## src/rtl/sfu_log_pkg.sv

```systemverilog
// Shared constants and helpers for the SFU log2 correction LUT arbiter.
package sfu_log_pkg;

   localparam int DEF_ADDR_WIDTH = 5;   // 32-entry correction LUT
   localparam int DEF_DATA_WIDTH = 20;
   localparam int LUT_LATENCY    = 1;   // registered LUT read ports

   // Width of a requester index; a single requester still needs one bit.
   function automatic int id_width(input int n);
      return (n > 1) ? $clog2(n) : 1;
   endfunction

   // Next requester index with wrap-around.
   function automatic int wrap_inc(input int idx, input int n);
      return (idx + 1) % n;
   endfunction

endpackage

```

## src/rtl/rr_pick.sv

```systemverilog
// Masked find-first: returns the first set request at or after i_ptr, with wrap.
module rr_pick
   import sfu_log_pkg::*;
#(
   parameter int N  = 4,
   parameter int IW = id_width(N)
) (
   input  logic [N-1:0]  i_req,
   input  logic [IW-1:0] i_ptr,
   output logic          o_valid,
   output logic [IW-1:0] o_idx
);

   // Scan from the farthest candidate back towards the pointer so the closest hit wins.
   always_comb begin
      // NOTE: every output gets a default before the loop, so no path leaves it unassigned and no latch is inferred.
      o_valid = 1'b0;
      o_idx   = '0;
      for (int k = N - 1; k >= 0; k--) begin
         if (i_req[IW'((int'(i_ptr) + k) % N)]) begin
            o_valid = 1'b1;
            o_idx   = IW'((int'(i_ptr) + k) % N);
         end
      end
   end

endmodule

```

## src/rtl/log_lut_arbiter.sv

```systemverilog
// Round-robin arbiter sharing the two read ports of the log2 correction LUT
// among NUM_REQ requesters, with per-requester response slots.
module log_lut_arbiter
   import sfu_log_pkg::*;
#(
   parameter int NUM_REQ    = 4,
   parameter int ADDR_WIDTH = DEF_ADDR_WIDTH,
   parameter int DATA_WIDTH = DEF_DATA_WIDTH
) (
   input  logic                          clk,
   input  logic                          rst_n,
   input  logic [NUM_REQ-1:0]            req_valid,
   input  logic [NUM_REQ*ADDR_WIDTH-1:0] req_addr,
   output logic [NUM_REQ-1:0]            req_ready,
   output logic [NUM_REQ-1:0]            rsp_valid,
   output logic [NUM_REQ*DATA_WIDTH-1:0] rsp_data,
   input  logic [NUM_REQ-1:0]            rsp_ready,
   output logic                          lut_en,
   output logic [ADDR_WIDTH-1:0]         lut_addr_a,
   output logic [ADDR_WIDTH-1:0]         lut_addr_b,
   input  logic [DATA_WIDTH-1:0]         lut_q_a,
   input  logic [DATA_WIDTH-1:0]         lut_q_b
);

   localparam int IW = id_width(NUM_REQ);

   logic                          r_s1_valid_a;
   logic                          r_s1_valid_b;
   logic [IW-1:0]                 r_s1_id_a;
   logic [IW-1:0]                 r_s1_id_b;
   logic [IW-1:0]                 r_rr_ptr;
   logic [NUM_REQ-1:0]            r_rsp_valid;
   logic [NUM_REQ*DATA_WIDTH-1:0] r_rsp_data;

   logic [NUM_REQ-1:0]            w_pending;
   logic [NUM_REQ-1:0]            w_eligible;
   logic [NUM_REQ-1:0]            w_eligible_b;
   logic [NUM_REQ-1:0]            w_onehot_a;
   logic [NUM_REQ-1:0]            w_onehot_b;
   logic                          w_grant_a;
   logic                          w_grant_b;
   logic [IW-1:0]                 w_idx_a;
   logic [IW-1:0]                 w_idx_b;
   logic [IW-1:0]                 w_ptr_b;

   // Eligibility: not in flight and with a free (or draining) response slot; nothing while in reset.
   always_comb begin
      w_pending = '0;
      for (int i = 0; i < NUM_REQ; i++) begin
         w_pending[i] = (r_s1_valid_a && (r_s1_id_a == IW'(i))) ||
                        (r_s1_valid_b && (r_s1_id_b == IW'(i)));
      end
      w_eligible = rst_n ? (req_valid & ~w_pending & (~r_rsp_valid | rsp_ready)) : '0;
   end

   rr_pick #(.N(NUM_REQ), .IW(IW)) u_pick_a (
      .i_req   (w_eligible),
      .i_ptr   (r_rr_ptr),
      .o_valid (w_grant_a),
      .o_idx   (w_idx_a)
   );

   // Port B searches from just past A's grant with A removed; a lone requester never uses B.
   always_comb begin
      w_onehot_a = '0;
      if (w_grant_a) w_onehot_a[w_idx_a] = 1'b1;
      w_ptr_b      = IW'(wrap_inc(int'(w_idx_a), NUM_REQ));
      w_eligible_b = (NUM_REQ > 1) ? (w_eligible & ~w_onehot_a) : '0;
   end

   rr_pick #(.N(NUM_REQ), .IW(IW)) u_pick_b (
      .i_req   (w_eligible_b),
      .i_ptr   (w_ptr_b),
      .o_valid (w_grant_b),
      .o_idx   (w_idx_b)
   );

   // Grant decode and LUT port drive; an idle port presents address zero.
   always_comb begin
      w_onehot_b = '0;
      if (w_grant_b) w_onehot_b[w_idx_b] = 1'b1;
      req_ready  = w_onehot_a | w_onehot_b;
      lut_en     = w_grant_a | w_grant_b;
      lut_addr_a = w_grant_a ? req_addr[int'(w_idx_a)*ADDR_WIDTH +: ADDR_WIDTH] : '0;
      lut_addr_b = w_grant_b ? req_addr[int'(w_idx_b)*ADDR_WIDTH +: ADDR_WIDTH] : '0;
   end

   // Stage-1 tracking of the LUT read, response capture/drain, and round-robin pointer.
   always_ff @(posedge clk) begin
      if (!rst_n) begin
         r_s1_valid_a <= 1'b0;
         r_s1_valid_b <= 1'b0;
         r_s1_id_a    <= '0;
         r_s1_id_b    <= '0;
         r_rr_ptr     <= '0;
         r_rsp_valid  <= '0;
         // NOTE: response data slots are reset as well, so a slot reads zero rather than stale data after reset.
         r_rsp_data   <= '0;
      end else begin
         // NOTE: state is updated with non-blocking assignments so every register sees pre-edge values.
         r_s1_valid_a <= w_grant_a;
         r_s1_valid_b <= w_grant_b;
         r_s1_id_a    <= w_idx_a;
         r_s1_id_b    <= w_idx_b;
         if (w_grant_b) begin
            r_rr_ptr <= IW'(wrap_inc(int'(w_idx_b), NUM_REQ));
         end else if (w_grant_a) begin
            r_rr_ptr <= IW'(wrap_inc(int'(w_idx_a), NUM_REQ));
         end
         for (int i = 0; i < NUM_REQ; i++) begin
            if (r_s1_valid_a && (r_s1_id_a == IW'(i))) begin
               r_rsp_data[i*DATA_WIDTH +: DATA_WIDTH] <= lut_q_a;
               r_rsp_valid[i]                         <= 1'b1;
            end else if (r_s1_valid_b && (r_s1_id_b == IW'(i))) begin
               r_rsp_data[i*DATA_WIDTH +: DATA_WIDTH] <= lut_q_b;
               r_rsp_valid[i]                         <= 1'b1;
            end else if (r_rsp_valid[i] && rsp_ready[i]) begin
               r_rsp_valid[i] <= 1'b0;
            end
         end
      end
   end

   assign rsp_valid = r_rsp_valid;
   assign rsp_data  = r_rsp_data;

endmodule

```

## config.mk

```make
export PLATFORM = sky130hd
export DESIGN_NAME = log_lut_arbiter
export DESIGN_NICKNAME = d
export VERILOG_FILES = /design/src/rtl/sfu_log_pkg.sv /design/src/rtl/rr_pick.sv /design/src/rtl/log_lut_arbiter.sv
export SDC_FILE = /design/constraint.sdc
export NUM_CORES = 1
export LEC_CHECK = 0
export CAP_MARGIN = 20
export CORE_MARGIN = 2
export CORE_UTILIZATION = 41
export DETAILED_ROUTE_END_ITERATION = 6
export PLACE_DENSITY = 0.78
export SLEW_MARGIN = 20
export SYNTH_ARGS = -nofsm -noshare
export SYNTH_HDL_FRONTEND = slang
export SYNTH_SLANG_ARGS = --single-unit
export TNS_END_PERCENT = 50
```

## constraint.sdc

```tcl
create_clock -name clk -period 3.69 [get_ports clk]
set_input_delay 0.9225 -clock clk [delete_from_list [all_inputs] [get_ports clk]]
set_output_delay 0.9225 -clock clk [all_outputs]
set_load 0.01 [all_outputs]
```

# Yosys cells after proc, flatten, opt, wreduce, memory -nomap -nowiden
# Cells that the tools add are included.
[totals]
ff_bits = 92
in_bits = 70
[classes]
add_sub_neg = 8
multipliers = 2
magnitude_cmp = 12
eq_ne = 6
shift = 2
mux = 71
bitwise_logic = 9
n_reduce_logical = 29
[op_table]
columns = ["op", "n"]
rows = [
  ["$mux W20", 8],
  ["$shiftx A20 B6 Y5", 2],
  ["$mux W1", 38],
  ["$lt A2 B4 Y1 const B", 8],
  ["$mux W2", 10],
  ["$bmux W1 S2", 8],
  ["$logic_and A1 B1 Y1", 14],
  ["$and A4 B4 Y4", 3],
  ["$mux W4", 3],
  ["$not A4 Y4", 3],
  ["$reduce_bool A3 Y1", 4],
  ["$mul A2 B3 Y5 const B", 2],
  ["$mux W5", 2],
  ["$reduce_bool A2 Y1", 5],
  ["$add A2 B1 Y2 const B", 4],
  ["$add A2 B2 Y2 const B", 4],
  ["$eq A2 B2 Y1 const B", 4],
  ["$or A4 B4 Y4", 2],
  ["$lt A2 B3 Y1 const B", 2],
  ["$demux W1 S2", 2],
  ["$eq A2 B1 Y1 const B", 2],
  ["$ge A2 B1 Y1 const B", 2],
  ["$logic_not A2 Y1", 2],
  ["$logic_or A1 B1 Y1", 4],
  ["$or A1 B1 Y1", 1],
]

# Logic depth before layout (Yosys ltp)
# Gate-level depths: netlist (run 1).
[logic_depth]
ltp_word = 34
ltp_mapped = 10
depth_no_buf = 8

# By module
# A second synthesis (run 1) with hierarchy kept.
[hier_totals]
hier_cells = 552
area_unflattened_um2 = 4541.9
[by_module_without_submodules]
columns = ["module", "n_inst", "cells_each", "area_per_inst_um2", "seq_area_each_um2"]
rows = [
  ["log_lut_arbiter", 1, 526, 4386.7, 1841.8],
  ["rr_pick", 2, 13, 77.6, 0.0],
]

# Worst setup path before layout (run 1)
# Ideal clock, no wire load.
[synth_path]
kind = "input port to output port"
startpoint = "input port req_valid[0]"
endpoint = "output port req_ready[2]"
t_arrival_ps = 2795
required_time_ps = 2768
setup_slack_ps = -27
cell_stages = 7
path_cell_list = "nand2_1 nor4_4 nor2_1 maj3_1 or4_1 buf_2 o22ai_1"
[synth_via]
elab_chain_len = 30
[synth_rtl]
columns = ["item", "line_no", "source"]
rows = [
  ["start, declared", "log_lut_arbiter.sv:12", "input logic [NUM_REQ-1:0] req_valid,"],
  ["$and A4 B4 Y4 (*) (2 in a row)", "log_lut_arbiter.sv:53", "w_eligible = rst_n ? (req_valid & ~w_pending & (~r_rsp_valid | rsp_ready)) : '0;"],
  ["$mux W4 (*)", "log_lut_arbiter.sv:53", ""],
  ["$bmux W1 S2", "rr_pick.sv:20", "if (i_req[IW'((int'(i_ptr) + k) % N)]) begin"],
  ["$mux W1 (not written as such) (2 in a row)", "rr_pick.sv:20", ""],
  ["$mux W2 (4 in a row)", "rr_pick.sv:20", ""],
  ["$lt A2 B3 Y1 (not written as such) or $ge A2 B1 Y1 (tied branches)", "log_lut_arbiter.sv:66", "if (w_grant_a) w_onehot_a[w_idx_a] = 1'b1;"],
  ["$logic_and A1 B1 Y1 (not written as such)", "log_lut_arbiter.sv:66", ""],
  ["$mux W1 (not written as such)", "log_lut_arbiter.sv:66", ""],
  ["[5 not listed]", "n/a", ""],
  ["$mux W1 (not written as such) (2 in a row)", "rr_pick.sv:20", ""],
  ["$mux W2 (4 in a row)", "rr_pick.sv:20", ""],
  ["$lt A2 B3 Y1 (not written as such) or $ge A2 B1 Y1 (tied branches)", "log_lut_arbiter.sv:81", "if (w_grant_b) w_onehot_b[w_idx_b] = 1'b1;"],
  ["$logic_and A1 B1 Y1 (not written as such)", "log_lut_arbiter.sv:81", ""],
  ["$mux W1 (not written as such)", "log_lut_arbiter.sv:81", ""],
  ["$demux W1 S2", "log_lut_arbiter.sv:81", ""],
  ["$mux W4", "log_lut_arbiter.sv:81", ""],
  ["$or A4 B4 Y4 (*)", "log_lut_arbiter.sv:82", "req_ready = w_onehot_a | w_onehot_b;"],
  ["end, declared", "log_lut_arbiter.sv:14", "output logic [NUM_REQ-1:0] req_ready,"],
]
# Every way passes the cells marked *; elsewhere a longest branch is shown, timed or not. The select of a mux whose other input is x is not followed.

# Final worst setup path (run 1)
[layout_path]
startpoint = "input port rsp_ready[3]"
endpoint = "output port lut_addr_b[3]"
[layout_via]
elab_chain_len = 27
[layout_rtl]
columns = ["item", "line_no", "source"]
rows = [
  ["start, declared", "log_lut_arbiter.sv:17", "input logic [NUM_REQ-1:0] rsp_ready,"],
  ["$or A4 B4 Y4 (*)", "log_lut_arbiter.sv:53", ""],
  ["$and A4 B4 Y4 (*)", "log_lut_arbiter.sv:53", ""],
  ["$mux W4 (*)", "log_lut_arbiter.sv:53", ""],
  ["$bmux W1 S2", "rr_pick.sv:20", ""],
  ["$mux W1 (not written as such) (2 in a row)", "rr_pick.sv:20", ""],
  ["$mux W2 (4 in a row)", "rr_pick.sv:20", ""],
  ["$lt A2 B3 Y1 (not written as such) or $ge A2 B1 Y1 (tied branches)", "log_lut_arbiter.sv:66", ""],
  ["$logic_and A1 B1 Y1 (not written as such)", "log_lut_arbiter.sv:66", ""],
  ["[3 not listed]", "n/a", ""],
  ["$not A4 Y4", "log_lut_arbiter.sv:68", "w_eligible_b = (NUM_REQ > 1) ? (w_eligible & ~w_onehot_a) : '0;"],
  ["$and A4 B4 Y4", "log_lut_arbiter.sv:68", ""],
  ["$bmux W1 S2", "rr_pick.sv:20", ""],
  ["$mux W1 (not written as such) (2 in a row)", "rr_pick.sv:20", ""],
  ["$mux W2 (4 in a row)", "rr_pick.sv:20", ""],
  ["$mul A2 B3 Y5", "log_lut_arbiter.sv:85", "lut_addr_b = w_grant_b ? req_addr[int'(w_idx_b)*ADDR_WIDTH +: ADDR_WIDTH] : '0;"],
  ["$shiftx A20 B6 Y5", "log_lut_arbiter.sv:85", ""],
  ["$mux W5 (*)", "log_lut_arbiter.sv:85", ""],
  ["end, declared", "log_lut_arbiter.sv:20", "output logic [ADDR_WIDTH-1:0] lut_addr_b,"],
]
# Marks and branches as above.

==> results.ini, run 1 <==
[status]
status=finished with violations
violations=negative setup slack

[sta]
fin_worst_skew_ps=7.836
timing_hold_violations_final=0
worstMarginPinSlew_ps=938.0
drv_slew=0
finalSetupViolations=13
rsz0062_at_grt=yes
layout_min_cycle_time_ps=3866
fin_crit_sh_pct=104.8
clock.fmax_mhz=258.7
slew_headroom_pct=37.46
finalWorstSetupSlack_ps=-175.9

[finish]
fin_nets=781
most-common-layout-cells=clkdlybuf4s50_1, mux2i_1, dfxtp_1
nFillCells=860
ff_latch_area_um2=1844
drive_gt1_share_pct=21.93
layout_commonest_cell=clkdlybuf4s50_1
multi_input_area_um2=2794
area_growth_pct=57.67

[drt]
drc=0
ant_nets=0
firstDrtPassIters=5
drtIter0Drc=279
wirelength_mm=16.04
wl_per_cell_um=18.72
detail_route.vias_per_cell=5.613
vias=4810

[die]
core-area_um2=10890
start_util_pct=42.30
fp.dieW_um=110.0
placementRows=38
io_pins=169
dieArea_um2=12100
die_h_um=110.0

[clock_network]
clk_latency_ps=360
clock_path_buffers=2
clk_pin_slew_ps=90
cts_tree=built
root_buffer=clkbuf_8
ctsHoldBuffers=0
cts_sinks=92
cts_buffers=9
htree_levels=3

[synthesis]
synth_compound_area_share_pct=19.02
synthAdderAreaFrac_pct=0.4618
synth_simple_gate_area_share_pct=14.32
syn_inst=505
ys.warnings.count=0
syn_avg_cell_area_um2=9.120
synth_top_family_by_area=multiplexers
ys_ff_latch=92
syn_area_um2=4606
synth-xor-area-share_pct=0
ys_seq_area_share_pct=39.99
synth_cell_types=45
syn_nets=575
synth.mux.area_fraction_pct=21.95

[global_route]
grt_util_all_layers_pct=26.31
grt_pass1_vias=4878
antenna_found_initial=1
grt_max_degree=48
grt_pass1_wl_mm=24.65
overflow=0

[power_and_ir_drop]
vdd_drop_max_mv=0.3098
p_per_area_nw_per_um2=459.0
p_total_mw=3.334
leakagePower_nw=3.156

[setup_path]
crit_fanout=4
cp.arrival_ps=2940
max_stage_delay_ps=520
critPathMostFrequentCell=buf_2
reg2reg_to=r_rr_ptr[0]
crit_chain=buf_6, nand2b_4, and4b_2, maj3_2, a21oi_2, nor2_1, or4_4, buf_2, o22ai_1, buf_2
r2r_start=r_s1_id_b[1]
reg2reg_slack_ps=1310
startpoint_type=primary input
critical_path_class=primary input to output pin
crit_required_ps=2770
end_kind=output pin
slowest_stage=or4_4
reg2reg_depth=12

[run]
maxCapViolCount=0

[placed_design]
io_buffers=168
place_congestion=0.9178
hpwl_mm=10.41
preCtsSetupSlack_ps=-1119

[hold_path]
hold_class=flip-flop to flip-flop
holdPathEnd=rsp_data[1]
min_path_cells=2
hp-start=rsp_data[1]

==> how the worst max path moves through the flow <==
stage,startpoint,to,slack (ps),depth (start not counted)
2_1_floorplan,rsp_ready[3],req_ready[2],-30,9
3_3_place_gp,rst_n,lut_addr_a[4],-1050,10
3_5_place_dp,rst_n,lut_addr_a[4],-1120,10
4_1_cts,rst_n,lut_addr_b[1],-140,14
5_1_grt,rsp_ready[3],lut_addr_b[4],-200,11
6_report,rsp_ready[3],lut_addr_b[3],-180,10
==> logic make-up (layout without fill, tap and decap cells) <==
group	Yosys count	count (layout)
other	0	1
and+or+nand+nor	138	138
buffers and inverters	50	261
muxes	101	101
AOI/OAI and AO/OA	122	122
DFF	92	92
adders and majority gates	2	2
==> synthesized netlist by cell type (all sizes together) <==
library cell  number  area, um2
clkbuf            33      123.9
nand4bb            1      11.26
a21o               1      7.510
and4               1      8.760
a22oi              3      27.52
or3b               1      8.760
nor3               4      20.02
o21ai             12      60.06
nand4b             1      8.760
and4b              1      10.01
and2               1      6.260
o22ai             13      81.33
a2bb2oi            1      8.760
o21a               2      15.01
a211oi            82      628.1
dfxtp             92       1842
and4bb             1      12.51
nand3              7      40.04
buf               10      46.29
nand4              2      12.51
a31oi              3      18.77
inv                7      26.27
nand2             11      48.80
mux2i            101       1011
or4                2      15.01
nor4               3      33.78
o41ai              1      8.760
and3               1      6.260
nor3b              2      20.02
nor2              91      341.6
a21oi              4      20.02
nor2b              2      12.51
nand2b             2      12.51
nand3b             4      30.03
maj3               2      21.27
==> worst max-delay path: cells and delay by family <==
family	cells	cell delay, ps
AND/OR/NAND/NOR	4	970
buffers and inverters	3	450
AO/OA/AOI/OAI	2	300
adder cells (fa/ha/maj)	1	300
==> power by group <==
| part | switching (mW) | internal, mW | leakage (nW) |
|---|---|---|---|
| combinational | 0.647 | 0.715 | 2.29 |
| clock | 0.380 | 0.332 | 0.106 |
| sequential | 0.103 | 1.16 | 0.755 |
| total | 1.13 | 2.20 | 3.16 |
==> state kept, by name, indices dropped and copies added, names as in the netlist <==
| register | flops |
|---|---|
| r_s1_id_a | 2 |
| r_s1_valid_a | 1 |
| r_rr_ptr | 2 |
| r_s1_valid_b | 1 |
| r_s1_id_b | 2 |
| rsp_data | 80 |
| rsp_valid | 4 |
==> per-layer routing <==
| metal | vias to the layer above | GRT usage, % | wire length, um |
|---|---|---|---|
| met5 | - | 0 | 0 |
| met4 | 0 | 12.30 | 493 |
| met3 | 44 | 4.762 | 812 |
| met2 | 187 | 45.18 | 8016 |
| met1 | 2297 | 31.77 | 6720 |
| li1 | 2282 | - | - |
==> cell type report <==
type | instances | share of cell area (%)
inverters | 7 | 0.3963
multi-input cells | 363 | 38.47
clock inverters | 6 | 0.8615
flip-flops and latches | 92 | 25.40
well taps | 140 | 2.412
diodes | 1 | 0.03446
clock buffers | 10 | 1.895
repair buffers | 238 | 30.53
==> stage by stage <==
| step | hold slack [ps] | instances | utilization (%) | instance area [um2] | TNS (ps) |
|---|---|---|---|---|---|
| global route | 590.2 | 857 | 66.70 | 7262 | -1979 |
| global placement | 540.3 | 819 | 61.39 | 6684 | -13630 |
| CTS | 565.6 | 853 | 65.96 | 7182 | -861.1 |
| detailed placement | 545.3 | 819 | 61.39 | 6684 | -14960 |
| finish | 566.6 | 857 | 66.70 | 7262 | -1295 |
| floorplan | 543.9 | 505 | - | 4606 | -52.57 |
==> timing repair <==
action,CTS,global route
cloned,3,0
buffers inserted,17,4
gates resized for setup,131,20
setup endpoints to repair,15,14
pin swaps,30,11
Power figures use the tool's default switching activity.
==> inputs of run 2 (changes only) <==
--- a/config.mk
+++ b/config.mk
@@ -10,6 +10,7 @@
 export CORE_UTILIZATION = 41
 export DETAILED_ROUTE_END_ITERATION = 6
 export PLACE_DENSITY = 0.78
+export SETUP_SLACK_MARGIN = 0.4
 export SLEW_MARGIN = 20
 export SYNTH_ARGS = -nofsm -noshare
 export SYNTH_HDL_FRONTEND = slang
==> run 2 against run 1 <==
The run still ends with negative setup slack left. Power up 2.5%. Critical path depth unchanged. Critical endpoint is now lut_addr_b[1]. Sequential share of layout area down 0.36 points. Core utilization up 1.0 points. Non-clock buffer count down 7. Hold slack worse by 40 ps. Routed wire length up 0.63%. Clock skew up 3.9 ps. Final cell count down 1.1%. Flip-flop and latch count unchanged. Highest routed layer unchanged. Clock power up 6.2%. Design area up 1.5%.
==> results.ini, run 2 (synthesis results as in run 1) <==
[status]
status=finished with violations
violations=negative setup slack

[sta]
layout_min_cycle_time_ps=3916
clock.fmax_mhz=255.3
fin_worst_skew_ps=11.77
worstMarginPinSlew_ps=952.7
slew_headroom_pct=36.49
drv_slew=0
setup_tns_ps=-1494
finalWorstSetupSlack_ps=-226.5
timing_hold_violations_final=0
finalSetupViolations=9
fin_crit_sh_pct=106.1
rsz0062_at_grt=yes

[drt]
wl_per_cell_um=19.04
wirelength_mm=16.14
detail_route.vias_per_cell=5.723
drc=0
drtIter0Drc=227
firstDrtPassIters=5
ant_nets=0
vias=4853

[clock_network]
clk_latency_ps=360
clock_path_buffers=2
htree_levels=3
root_buffer=clkbuf_8
cts_tree=built
cts_sinks=92
cts_buffers=9
clk_pin_slew_ps=80

[power_and_ir_drop]
p_per_area_nw_per_um2=463.5
vdd_drop_max_mv=0.2387
p_total_mw=3.417
leakagePower_nw=3.137

[global_route]
grt_pass1_vias=4850
grt_pass1_wl_mm=24.98
antenna_found_initial=0
grt_max_degree=85
overflow=0
grt_util_all_layers_pct=26.43

[finish]
ff_latch_area_um2=1846
fin_nets=774
area_growth_pct=60.07
layout_commonest_cell=clkdlybuf4s50_1
largest_reg_flops=80
nFillCells=832
most-common-layout-cells=clkdlybuf4s50_1, mux2i_1, nor2_1, dfxtp_1, a211oi_1
multi_input_area_um2=2887
stdcell_count=848
antennaDiodeCount=0
drive_gt1_share_pct=22.18

[setup_path]
crit_fanout=7
slowest_stage=or4_4
cp.arrival_ps=2990
end_kind=output pin
crit_chain=buf_12, and2_4, nand4_1, buf_4, maj3_2, or4_4, buf_12, buf_16, o22ai_4, buf_6
crit_required_ps=2770
critPathMostFrequentCell=buf_12
path_delay_family=simple AND/OR/NAND/NOR gates
critical_path_class=primary input to output pin
critPathBufInv=5
startpoint_type=primary input
max_stage_delay_ps=560

[placed_design]
place_congestion=0.9292
hpwl_mm=10.60
preCtsSetupSlack_ps=-1166
io_buffers=168
numPlacedInstances=816

[die]
start_util_pct=42.30
io_pins=169
core-area_um2=10890
dieArea_um2=12100
die_h_um=110.0
placementRows=38
fp.dieW_um=110.0

[run]
maxCapViolCount=0

[hold_path]
hold_class=flip-flop to flip-flop

## run 2: changes by cell type in the layout (fill, tap and decap cells not counted), sizes merged
| cell | change |
|---|---|
| buf | -7 |
| bufbuf | -1 |
| bufinv | +1 |
| clkbuf | +1 |
| clkdlybuf4s15 | +1 |
| clkdlybuf4s50 | -1 |
| clkinv | -4 |
| clkinvlp | +2 |
| diode | -1 |
| dlygate4sd2 | -1 |
| inv | +1 |
## run 2: cell type report
cell class / instances / share of cell area (%)
Clock buffer: 9 / 1.680
Clock inverter: 6 / 1.290
Inverter: 7 / 0.3564
Multi-Input combinational cell: 363 / 39.15
Sequential cell: 92 / 25.03
Tap cell: 140 / 2.376
Timing Repair Buffer: 231 / 30.11
## run 2: metal layers
metal	vias up	share of wire [%]	track usage, %	routed length [um]
met2	223	48	44.08	7729
li1	2263	-	-	-
met4	0	3.3	9.584	526
met1	2326	41	33.30	6573
met3	41	8.1	6.114	1314
met5	-	0	0	0
## run 2: final timing paths
path / cells past startpoint / startpoint / slack [ps] / end
worst max-delay path: 10 / rst_n / -230 / lut_addr_b[1]
worst min register to register: 2 / rsp_valid[3] / 530 / rsp_valid[3]
worst max register to register: 13 / r_s1_valid_b / 1190 / r_rr_ptr[0]
worst min-delay path: 2 / rsp_valid[3] / 530 / rsp_valid[3]
## run 2: power breakdown
group	total (mW)	internal [mW]	switching, mW
Sequential	1.27	1.16	0.110
Combinational	1.40	0.731	0.664
Clock	0.757	0.385	0.372
## run 2: repair_timing
item | in CTS | in global routing
setup endpoints to repair | 15 | 15
setup buffers | 10 | 5
hold buffers | 0 | 0
pin swaps | 25 | 18
resized for setup | 116 | 33
gates cloned | 2 | 0
## run 2: worst register-to-register path: stages (launching register included)
cell and delay [ps]:
dfxtp_2 350, nor3b_4 150, buf_4 160, buf_6 160, or4_4 460, nor4_2 160
o21ai_1 120, o41ai_4 110, a211oi_4 90, buf_6 140, buf_16 140, buf_4 150
mux2i_1 140, nor2_1 50
## run 2: metrics by stage
| stage | hold slack (ps) | cell area [um2] | util, % |
|---|---|---|---|
| floorplan | 536.9 | 4792 | - |
| global placement | 515.4 | 6838 | 62.80 |
| detailed placement | 519.1 | 6838 | 62.80 |
| CTS | 530.6 | 7218 | 66.30 |
| global route | 571.1 | 7372 | 67.71 |
| finish | 526.4 | 7372 | 67.71 |
==> inputs of run 3 (changes only) <==
--- a/config.mk
+++ b/config.mk
@@ -7,9 +7,9 @@
 export LEC_CHECK = 0
 export CAP_MARGIN = 20
 export CORE_MARGIN = 2
-export CORE_UTILIZATION = 41
+export CORE_UTILIZATION = 40
 export DETAILED_ROUTE_END_ITERATION = 6
-export PLACE_DENSITY = 0.78
+export PLACE_DENSITY = 0.76
 export SETUP_SLACK_MARGIN = 0.4
 export SLEW_MARGIN = 20
 export SYNTH_ARGS = -nofsm -noshare
==> run 3 against run 2 <==
The flow still finishes with violations (negative setup slack). Largest power group unchanged. Via count grew 1.3%. Highest routed layer unchanged. First-iteration DRC count is 0.44% lower. Clock power grew 35%. Largest cell class unchanged. Sequential power about the same. Core utilization about the same. Design area is 4.0% higher. Clock skew decreased by 4.7 ps.
==> results.ini, run 3 (synthesis results as in run 1) <==
[clock_network]
htree_levels=3
clk_latency_ps=350
cts_tree=built
root_buffer=clkbuf_16
cts_buffers=9
clock_path_buffers=2
clk_pin_slew_ps=60
cts_sinks=92

[setup_path]
crit_fanout=7
crit_required_ps=2770
startpoint_type=primary input
end_kind=output pin
critical_path_class=primary input to output pin
cp.arrival_ps=3070

[sta]
finalSetupViolations=13
fin_worst_skew_ps=7.046
finalWorstSetupSlack_ps=-304.7
rsz0062_at_grt=yes
fin_crit_sh_pct=108.3
layout_min_cycle_time_ps=3995
drv_slew=0
fin_hold_ws_ps=532.6
timing_hold_violations_final=0
slew_headroom_pct=36.30
worstMarginPinSlew_ps=955.5
clock.fmax_mhz=250.3

[global_route]
grt_pass1_wl_mm=25.88
overflow=0
grt_util_all_layers_pct=25.49
grt_max_degree=52
grt_pass1_vias=5076
antenna_found_initial=0

[drt]
wirelength_mm=16.32
ant_nets=0
detail_route.vias_per_cell=5.608
wl_met1_mm=6.875
drtIter0Drc=226
top_layer=met4
wl_met2_mm=8.053
met3_length_um=950
drc=0
firstDrtPassIters=4
vias=4918
wl_per_cell_um=18.61

[power_and_ir_drop]
p_per_area_nw_per_um2=484.2
p_clk_share_pct=27.5
comb_power_share_pct=38.3
pwr-share-seq_pct=34.2
leakagePower_nw=3.333
vdd_drop_max_mv=0.3241
switchingPower_mw=1.162
swShare_pct=31.30
p_total_mw=3.713
p_int_mw=2.551

[placed_design]
io_buffers=168
place_congestion=0.8354
preCtsSetupSlack_ps=-1086
hpwl_mm=10.94

[die]
core-area_um2=11320
die_h_um=111.3
io_pins=169
start_util_pct=40.68
placementRows=39
dieArea_um2=12390
fp.dieW_um=111.3

[finish]
area_growth_pct=66.50
most-common-layout-cells=clkdlybuf4s50_1, mux2i_1, dfxtp_1
layout_commonest_cell=clkdlybuf4s50_1
drive_gt1_share_pct=23.43
fin_nets=799
antennaDiodeCount=0
nFillCells=861
largest_reg_flops=80

[status]
violations=negative setup slack
status=finished with violations

[run]
maxCapViolCount=0

[hold_path]
hold_class=flip-flop to flip-flop

run 3: cell types whose count changed in the layout (fill, tap and decap cells not counted), moves of 3 or more:
| cell | delta |
|---|---|
| clkbuf_16 | +9 |
| mux2i_1 | +4 |
| mux2i_4 | -5 |
| clkdlybuf4s15_2 | +4 |
| nand2_2 | -3 |
| dfxtp_2 | -3 |
| clkbuf_8 | -7 |
| buf_4 | +20 |
| buf_2 | -3 |
| dfxtp_1 | +3 |
run 3: worst max-delay path: stages:
cell and delay [ps]:
buf_12 90, nand2_4 40, and4bb_4 380, buf_6 120, buf_6 90, nor4_4 40, o21ai_2 210, o41ai_4 120
a211oi_4 280, buf_12 160, buf_8 120, mux2i_2 220, o22ai_2 110, buf_2 150
run 3: layout make-up:
type / instances / area [um2] / area share, %
multi-input combinational: 363 / 2851 / 37.18
timing repair buffer: 256 / 2441 / 31.83
sequential: 92 / 1842 / 24.02
clock buffer: 13 / 260.3 / 3.394
tap: 143 / 178.9 / 2.333
clock inverter: 3 / 68.82 / 0.8974
inverter: 7 / 26.28 / 0.3426
run 3: final timing paths:
check	from	end	slack (ps)	cells after the start
worst max-delay path	rst_n	lut_addr_b[2]	-300	14
worst min-delay path	rsp_valid[3]	rsp_valid[3]	530	2
worst max register to register	r_s1_id_b[1]	r_s1_id_b[1]	1240	11
worst min register to register	rsp_valid[3]	rsp_valid[3]	530	2
run 3: layer usage:
metal  global-route usage, %  vias up
met4                   10.12        0
met2                   43.78      178
met1                   31.72     2380
li1                        -     2326
met3                   4.647       34
met5                       0        -
run 3: per-stage QoR:
| stage | setup TNS, ps | std cells | utilization (%) | cell area [um2] |
|---|---|---|---|---|
| after floorplan | 0 | 505 | - | 4792 |
| after global placement | -13070 | 834 | 61.43 | 6954 |
| after detailed placement | -14060 | 834 | 61.43 | 6954 |
| after CTS | -2300 | 872 | 66.57 | 7536 |
| after global routing | -3251 | 877 | 67.74 | 7669 |
| final | -2277 | 877 | 67.74 | 7669 |
run 3: power groups by stage:
stage                     clock (mW)  sequential (mW)  combinational, mW
final                           1.02             1.27               1.42
after global routing            1.07             1.28               1.52
after CTS                       1.03             1.27               1.39
after detailed placement           0             1.28               1.32
after global placement             0             1.28               1.30
after floorplan                    0             1.33              0.579
run 3: what timing repair did:
action                                  4_1_cts  5_1_grt
buffers inserted                             22        5
pin swaps                                    25       19
endpoints found under the setup margin       15       15
cloned                                        0        0
gates resized for setup                     112       25
hold buffers                                  0        0
